--- config.mk ---
export PLATFORM = sky130hd
export DESIGN_NAME = nano_gpio_irq
export DESIGN_NICKNAME = d
export VERILOG_FILES = /design/src/rtl/nano_gpio_pkg.sv /design/src/rtl/nano_pb_debounce.sv /design/src/rtl/nano_gpio_irq.sv
export SDC_FILE = /design/constraint.sdc
export NUM_CORES = 1
export LEC_CHECK = 0
export BUFFER_PORTS_ARGS = -buffer_cell sky130_fd_sc_hd__buf_2
export CORE_ASPECT_RATIO = 1.2
export CORE_UTILIZATION = 37
export CTS_CLUSTER_DIAMETER = 40
export DETAILED_ROUTE_END_ITERATION = 7
export GPL_ROUTABILITY_DRIVEN = 1
export PLACE_DENSITY = 0.63
export SKIP_CTS_REPAIR_TIMING = 1
export SYNTH_ARGS = -nofsm -noshare
export SYNTH_HDL_FRONTEND = slang
export SYNTH_HIERARCHICAL = 1
export SYNTH_SLANG_ARGS = --single-unit
--- constraint.sdc ---
create_clock -name wb_clk_i -period 3.6 [get_ports wb_clk_i]
set_input_delay 0.54 -clock wb_clk_i [delete_from_list [all_inputs] [get_ports wb_clk_i]]
set_output_delay 0.54 -clock wb_clk_i [all_outputs]
set_load 0.1 [all_outputs]
--- src/rtl/nano_gpio_pkg.sv ---
// nano_gpio_pkg
//   Shared definitions for the DE0-Nano GPIO/interrupt Wishbone slave.
//   Holds the register address map used by the bus decoder and by any
//   software-facing collateral that needs the same numbering.
package nano_gpio_pkg;

    // Wishbone data bus width of the Zet I/O bus
    localparam int GPIO_DW = 16;

    // Word addresses of the four registers
    typedef enum logic [1:0] {
        GPIO_SW    = 2'd0,   // switch inputs, read-only
        GPIO_LEDS  = 2'd1,   // LED output register, byte-lane writable
        GPIO_PBCTL = 2'd2,   // [15:8] irq enable, [7:0] debounced button levels
        GPIO_PEND  = 2'd3    // pending press interrupts, write-1-to-clear
    } gpio_reg_e;

endpackage

--- src/rtl/nano_pb_debounce.sv ---
// nano_pb_debounce
//   One pushbutton: two-flop synchroniser on the inverted (pressed-high)
//   button input, then an immediate-change / hold-off debouncer. A change of
//   the synchronised level is taken at once and starts a hold-off of
//   2**DB_W-1 tick pulses during which further changes are ignored.
// Ports
//   clk    in  system clock
//   rst    in  synchronous active-high reset
//   tick1  in  single-cycle debounce timebase pulse (already synchronised)
//   pb_n   in  raw active-low button (asynchronous)
//   level  out debounced pressed level (1 = pressed)
module nano_pb_debounce #(
    parameter int DB_W = 3
) (
    input  logic clk,
    input  logic rst,
    input  logic tick1,
    input  logic pb_n,
    output logic level
);

    localparam logic [DB_W-1:0] CNT_MAX = '1;

    logic [1:0]      press_sync;
    logic [DB_W-1:0] cnt;

    // The synchroniser carries the pressed sense (inverted button), so its
    // cleared reset state means "released" and no false press follows reset.
    // A counter at its maximum means the hold-off has expired and the next
    // level difference is accepted immediately; otherwise tick pulses count
    // it back up, and it naturally stops at the maximum.
    always_ff @(posedge clk) begin
        if (rst) begin
            press_sync <= '0;
            level      <= 1'b0;
            cnt        <= CNT_MAX;
        end else begin
            press_sync <= {press_sync[0], ~pb_n};
            if (cnt == CNT_MAX) begin
                if (press_sync[1] != level) begin
                    level <= press_sync[1];
                    cnt   <= '0;
                end
            end else if (tick1) begin
                cnt <= cnt + 1'b1;
            end
        end
    end

endmodule

--- src/rtl/nano_gpio_irq.sv ---
// nano_gpio_irq
//   Wishbone GPIO slave for the DE0-Nano debug board: LED register,
//   synchronised switches, debounced active-low pushbuttons with per-button
//   press-interrupt latching, enable mask, W1C pending register and irq_o.
//   Button 0's debounced level is also exported as nmi_pb.
// Ports
//   wb_clk_i/wb_rst_i      clock, synchronous active-high reset
//   wb_adr_i..wb_cyc_i     Wishbone slave inputs (word address, 16-bit data)
//   wb_dat_o/wb_ack_o      registered read data and acknowledge
//   leds_                  LED drive
//   sw_/pb_/tick           asynchronous switch, button and timebase inputs
//   nmi_pb                 debounced pressed level of button 0
//   irq_o                  registered |(pending & irq_en)
module nano_gpio_irq
    import nano_gpio_pkg::*;
#(
    parameter int NLEDS = 16,
    parameter int NSW   = 8,
    parameter int NPB   = 4,
    parameter int DB_W  = 3
) (
    input  logic               wb_clk_i,
    input  logic               wb_rst_i,
    input  logic [1:0]         wb_adr_i,
    input  logic [15:0]        wb_dat_i,
    output logic [15:0]        wb_dat_o,
    input  logic [1:0]         wb_sel_i,
    input  logic               wb_we_i,
    input  logic               wb_stb_i,
    input  logic               wb_cyc_i,
    output logic               wb_ack_o,
    output logic [NLEDS-1:0]   leds_,
    input  logic [NSW-1:0]     sw_,
    input  logic [NPB-1:0]     pb_,
    input  logic               tick,
    output logic               nmi_pb,
    output logic               irq_o
);

    logic [NSW-1:0]     sw_meta, sw_sync;
    logic [2:0]         tick_sync;
    logic               tick1;
    logic [NPB-1:0]     pb_level, pb_level_d, pb_rise;
    logic [NPB-1:0]     irq_en, pending, pend_clr;
    logic [GPIO_DW-1:0] rd_data;
    logic               bus_op, bus_wr;
    logic               unused_dat;

    // Only some write-data bits reach a register for narrow parameter sets
    assign unused_dat = ^wb_dat_i;

    // Switch and timebase synchronisers; the third tick flop gives the
    // previous synced value so tick1 is a one-cycle rising-edge pulse.
    always_ff @(posedge wb_clk_i) begin
        if (wb_rst_i) begin
            sw_meta   <= '0;
            sw_sync   <= '0;
            tick_sync <= '0;
        end else begin
            sw_meta   <= sw_;
            sw_sync   <= sw_meta;
            tick_sync <= {tick_sync[1:0], tick};
        end
    end

    assign tick1 = tick_sync[1] & ~tick_sync[2];

    for (genvar g = 0; g < NPB; g++) begin : g_pb
        nano_pb_debounce #(
            .DB_W (DB_W)
        ) u_debounce (
            .clk   (wb_clk_i),
            .rst   (wb_rst_i),
            .tick1 (tick1),
            .pb_n  (pb_[g]),
            .level (pb_level[g])
        );
    end

    assign nmi_pb  = pb_level[0];
    assign pb_rise = pb_level & ~pb_level_d;

    // A transfer is serviced only while ack is low, so a held strobe is
    // acknowledged every second cycle and each access happens exactly once.
    assign bus_op   = wb_cyc_i & wb_stb_i & ~wb_ack_o;
    assign bus_wr   = bus_op & wb_we_i;
    assign pend_clr = (bus_wr && wb_adr_i == GPIO_PEND && wb_sel_i[0])
                      ? wb_dat_i[NPB-1:0] : '0;

    // Read multiplexer; anything not backed by a register reads as zero
    always_comb begin
        rd_data = '0;
        case (wb_adr_i)
            GPIO_SW:    rd_data[NSW-1:0] = sw_sync;
            GPIO_LEDS:  rd_data[NLEDS-1:0] = leds_;
            GPIO_PBCTL: begin
                rd_data[8 +: NPB]  = irq_en;
                rd_data[NPB-1:0]   = pb_level;
            end
            GPIO_PEND:  rd_data[NPB-1:0] = pending;
        endcase
    end

    // Bus handshake and registered read data
    always_ff @(posedge wb_clk_i) begin
        if (wb_rst_i) begin
            wb_ack_o <= 1'b0;
            wb_dat_o <= '0;
        end else begin
            wb_ack_o <= bus_op;
            if (bus_op) begin
                wb_dat_o <= rd_data;
            end
        end
    end

    // Writable registers and interrupt state. A press arriving in the same
    // cycle as a clear of that bit wins, so no press is ever lost.
    always_ff @(posedge wb_clk_i) begin
        if (wb_rst_i) begin
            leds_      <= '0;
            irq_en     <= '0;
            pending    <= '0;
            pb_level_d <= '0;
            irq_o      <= 1'b0;
        end else begin
            if (bus_wr && wb_adr_i == GPIO_LEDS) begin
                for (int i = 0; i < NLEDS; i++) begin
                    if (wb_sel_i[i/8]) begin
                        leds_[i] <= wb_dat_i[i];
                    end
                end
            end
            if (bus_wr && wb_adr_i == GPIO_PBCTL && wb_sel_i[1]) begin
                irq_en <= wb_dat_i[8 +: NPB];
            end
            pb_level_d <= pb_level;
            pending    <= (pending & ~pend_clr) | pb_rise;
            irq_o      <= |(pending & irq_en);
        end
    end

endmodule

# After elaboration in Yosys (flattened, before gate mapping)
# Cells that the tools add are included.
[classes]
shifts = 0
n_reduce_logical = 21
mul = 0
magnitude_cmp = 0
div_mod_pow = 0
addsub = 4
mux = 17
bitwise_logic = 16
n_eq_ne = 15
[op_table]
columns = ["op", "count"]
rows = [
  ["2-to-1 mux 3 bit", 12],
  ["AND reduction 2 bit", 10],
  ["one-hot mux 4 bit (2 select lines)", 2],
  ["one-hot mux 4 bit (4 select lines)", 1],
  ["adder 3 x 1 -> 3 bit (second input constant)", 4],
  ["bitwise AND 4 bit", 3],
  ["== test 3 bit (second input constant)", 4],
  ["2-to-1 mux 4 bit", 2],
  ["inequality test 2 bit (second input constant)", 4],
  ["inverter 4 bit", 2],
  ["nonzero test 2 bit", 4],
  ["inverter 1 bit", 6],
  ["logical AND 1 bit", 5],
  ["bitwise AND 1 bit", 4],
  ["== test 2 bit (second input constant)", 2],
  ["inequality test 1 bit", 4],
  ["OR 4 bit", 1],
  ["OR reduction 4 bit", 1],
  ["== test 2 x 1 -> 1 bit (second input constant)", 1],
  ["zero test 2 bit", 1],
]
[totals]
inputBits = 38
ramBits = 0
register_bits = 89
latch_bits = 0
wordCells = 96
n_memories = 0
romBits = 0
output_inout_bits = 35

# Logic depth before layout (Yosys ltp)
[logic_depth]
ltp_word = 9
ltp_mapped = 6

# Cells and area by module
# Netlist, hierarchy kept.
[modules_own_cells]
columns = ["mod", "instances", "cells_each", "seq_area_each_um2", "area_per_inst_um2"]
rows = [
  ["nano_gpio_irq", 1, 266, 1301.2, 2551.2],
  ["nano_pb_debounce", 4, 26, 120.1, 257.7],
]

# Least setup slack after synthesis
# OpenSTA, ideal clock, no wires.
[synth_path]
path_kind = "reg2reg"
start = "reg wb_ack_o"
end = "reg wb_dat_o[10]"
setup_slack_ns = 1.838
t_required_ns = 3.530
arrival_ns = 1.691
period_less_slack_ns = 1.762
path_stages_with_launch = 5
cell_sequence = "dfxtp_1 > nand3b_1 > clkbuf_1 > nand2_1 > a21oi_1"
[synth_between]
elab_chain_cells = 2
[synth_rtl]
columns = ["item", "line", "source"]
rows = [
  ["start, declared", "nano_gpio_irq.sv:31", "output logic wb_ack_o,"],
  ["start signal, assigned", "nano_gpio_irq.sv:110", "wb_ack_o <= bus_op;"],
  ["inverter 1 bit", "nano_gpio_irq.sv:85", "assign bus_op = wb_cyc_i & wb_stb_i & ~wb_ack_o;"],
  ["bitwise AND 1 bit", "nano_gpio_irq.sv:85", ""],
  ["end signal, assigned", "nano_gpio_irq.sv:112", "wb_dat_o <= rd_data;"],
  ["end, declared", "nano_gpio_irq.sv:26", "output logic [15:0] wb_dat_o,"],
]
# No other way between the ends.
# A chain may end at the register's enable or synchronous reset.

# Worst setup path after layout
[layout_path]
start = "reg g_pb[0].u_debounce.level"
end = "out nmi_pb"
[layout_rtl]
columns = ["item", "line", "source"]
rows = [
  ["start, declared", "nano_pb_debounce.sv:19", "output logic level"],
  ["start signal, assigned", "nano_pb_debounce.sv:41", "level <= press_sync[1];"],
  ["end, declared", "nano_gpio_irq.sv:36", "output logic nmi_pb,"],
]
# No word-level cell between the ends.

==> impl_metrics.tcl <==
set metrics [dict create \
    outcome "finished clean" \
    grt_pass1_wl_um 12200 \
    p_comb_share_pct 15.3 \
    critical-path-top-delay-family "buffers and inverters" \
    die_h_um 110 \
    synthTopCellsByCount "dfxtp_1, nand2b_1, inv_1, nor2b_1, a21oi_1" \
    clkTransAtPathRegs_ns 0.08 \
    cts_tree "yes" \
    critPathCaptureType "output port" \
    layout.nets 492 \
    vias_per_cell 4.85 \
    initial_core_util_pct 38.8 \
    ys_seq_area_share_pct 49.7 \
    netlist.area_leader.share_pct 49.7 \
    critPathMaxFanout 5 \
    setup.worst_path.start_class "flop" \
    power_frac_seq_pct 50.1 \
    internal_power_w 0.00156 \
    sw_frac_of_total_pct 26.0 \
    drt_iter0_markers 109 \
    p_clk_share_pct 34.6 \
    overflow 0 \
    max_freq_mhz 561 \
    p_switching_w 0.000548 \
    fin_crit_sh_pct 49.5 \
    fin_area_sq_um 4270 \
    cp_slowest_cell "buf_2" \
    hold_path_class "in2reg" \
    ctsLongestPathBuffers 2 \
    setup_slack_ns 1.82 \
    synth_cell_types 32 \
    setup_viol 0 \
    grt_pass1_vias 2601 \
    arrival_ns 1.24 \
    grt_antenna_before_repair 0 \
    ys.flop_type "dfxtp_1" \
    n_antenna_cell 0 \
    place_area_sq_um 4060 \
    grt_setup_unrepaired "false" \
    synth_area_per_cell_sq_um 9.68 \
    crit_required_ns 3.06 \
    wl_per_cell_um 13.2 \
    postRouteWirelength_um 7450 \
    ir_drop_v 0.000151 \
    grt_use_total_pct 15.9 \
    synth_edf_count 0 \
    cts-buffers-inserted 9 \
    critPathKind "reg2out" \
    drv_cap 0 \
    timing.setup.tns_ns 0 \
    finalHoldViolations 0 \
    maxSlewHeadroom_pct 33.7 \
    place_hpwl_um 5490 \
    cellPowerDensity_nw_per_um2 494 \
    cp_slowest_stage_delay_ns 0.46 \
    drcViolationCount 0 \
    crit_chain "buf_2" \
    grt_max_degree 47 \
    cts-root-buf "clkbuf_8" \
    syn_nets 421 \
    ant_nets 0 \
    yosys_warnings 6 \
    pre_cts_slack_ns 1.55 \
    path_buf_inv 1 \
    gp_congestion 0.748 \
    yosysTopAreaCell "dfxtp_1" \
    min_period_ns 1.78 \
    ys_top_cells_by_area "dfxtp_1, mux2i_1, nand2b_1" \
    drv_slew 0 \
    synthToLayoutAreaGrowth_pct 19.2 \
    die_x_um 91.8 \
    power.leakage_nw 1.96 \
    fin_skew_ns 0.00852 \
    num_rows 38 \
    clk_latency_ns 0.35 \
    cts.sinks 89 \
    dieArea_sq_um 10100 \
    ys_seq_elements 89 \
    yosys.cell_count.top_type "dfxtp_1" \
    drive_gt1_share_pct 22.7 \
    syn_inst 370 \
    async_flop_share_pct 0 \
    netlist_area_sq_um 3580 \
    total_power_w 0.00211 \
    dr.pass1.iters 5 \
    h-tree-depth 3 \
    tightest_slew_ns 0.993 \
    fp.coreArea_sq_um 9220 \
    num_vias 2738 \
    port_buffers 72 \
    ioPinCount 73 \
]
-- cell type report --
class / count / area, sq um
Inverter: 30 / 113
Multi-Input combinational cell: 234 / 1620
Timing Repair Buffer: 77 / 398
Clock inverter: 3 / 65.1
Clock buffer: 12 / 145
Fill cell: 931 / 4950
Sequential cell: 89 / 1780
Tap cell: 120 / 150
-- sequential cells by signal, indices dropped and copies added (netlist names) --
register	count
wb_ack_o	1
irq_o	1
g_pb.u_debounce/level	4
sw_meta	8
tick_sync	3
leds_	16
wb_dat_o	16
sw_sync	8
pb_level_d	4
irq_en	4
pending	4
g_pb.u_debounce/press_sync	8
g_pb.u_debounce/cnt	12
-- through the flow --
stage | std cells | hold WS [ns] | utilization, %
6_report | 565 | 0.332 | 46.3
5_1_grt | 565 | 0.320 | 46.3
4_1_cts | 565 | 0.309 | 46.3
3_5_place_dp | 550 | 0.410 | 44.0
3_3_place_gp | 550 | 0.407 | 44.0
2_1_floorplan | 370 | 0.399 | -
-- placed cells by master, fill, tap and decap left out, types with 4 or more instances in the layout --
cell / Yosys / final
buf_4: 0 / 5
a22o_1: 4 / 4
a31oi_1: 8 / 8
dfxtp_1: 89 / 89
inv_1: 30 / 30
o21ai_1: 8 / 8
o21ai_0: 16 / 16
o221ai_2: 4 / 4
nand2_1: 12 / 12
xor2_1: 4 / 4
nor2_1: 17 / 17
nand2b_1: 32 / 32
and2b_1: 5 / 5
buf_2: 6 / 72
clkbuf_8: 0 / 10
nand3_1: 13 / 13
nand4_1: 4 / 4
a21oi_1: 21 / 21
mux2i_1: 20 / 20
nor3_1: 4 / 4
a221o_1: 4 / 4
a221oi_1: 4 / 4
a22oi_1: 6 / 6
nor2b_1: 23 / 23
mux2_4: 4 / 4
ha_1: 13 / 13
-- power groups by stage --
stage,sequential (W),combinational [W],clock (W)
6_report,0.00106,0.000322,0.000730
5_1_grt,0.00106,0.000358,0.000793
4_1_cts,0.00106,0.000325,0.000756
3_3_place_gp,0.00108,0.000307,0
2_1_floorplan,0.00112,0.000202,0
3_5_place_dp,0.00108,0.000324,0
-- cells by family after synthesis --
kind of cell	count (synthesis)	synth area share (%)
and+or+nand+nor	118	18.7
DFF	89	49.7
AOI/OAI and AO/OA	75	13.7
buffers and inverters	47	5.13
muxes	24	7.27
adders and majority gates	13	4.54
xor gates and xnor gates	4	0.978
-- per-layer routing --
metal / wire length (um) / track usage [%]
met3: 410 / 3.25
met2: 3400 / 25.4
met4: 204 / 9.82
met5: 0 / 0
met1: 3440 / 19.7
-- path summary, 6_finish.rpt --
kind | from | depth (start not counted) | endpoint | slack, ns
min reg2reg | pb_level_d[2] | 1 | pending[2] | 0.42
min | pb_[1] | 2 | g_pb[1].u_debounce/press_sync[0] | 0.33
max reg2reg | wb_ack_o | 3 | wb_dat_o[3] | 1.92
max | g_pb[0].u_debounce/level | 1 | nmi_pb | 1.82
(Power assumes the default switching activity.)
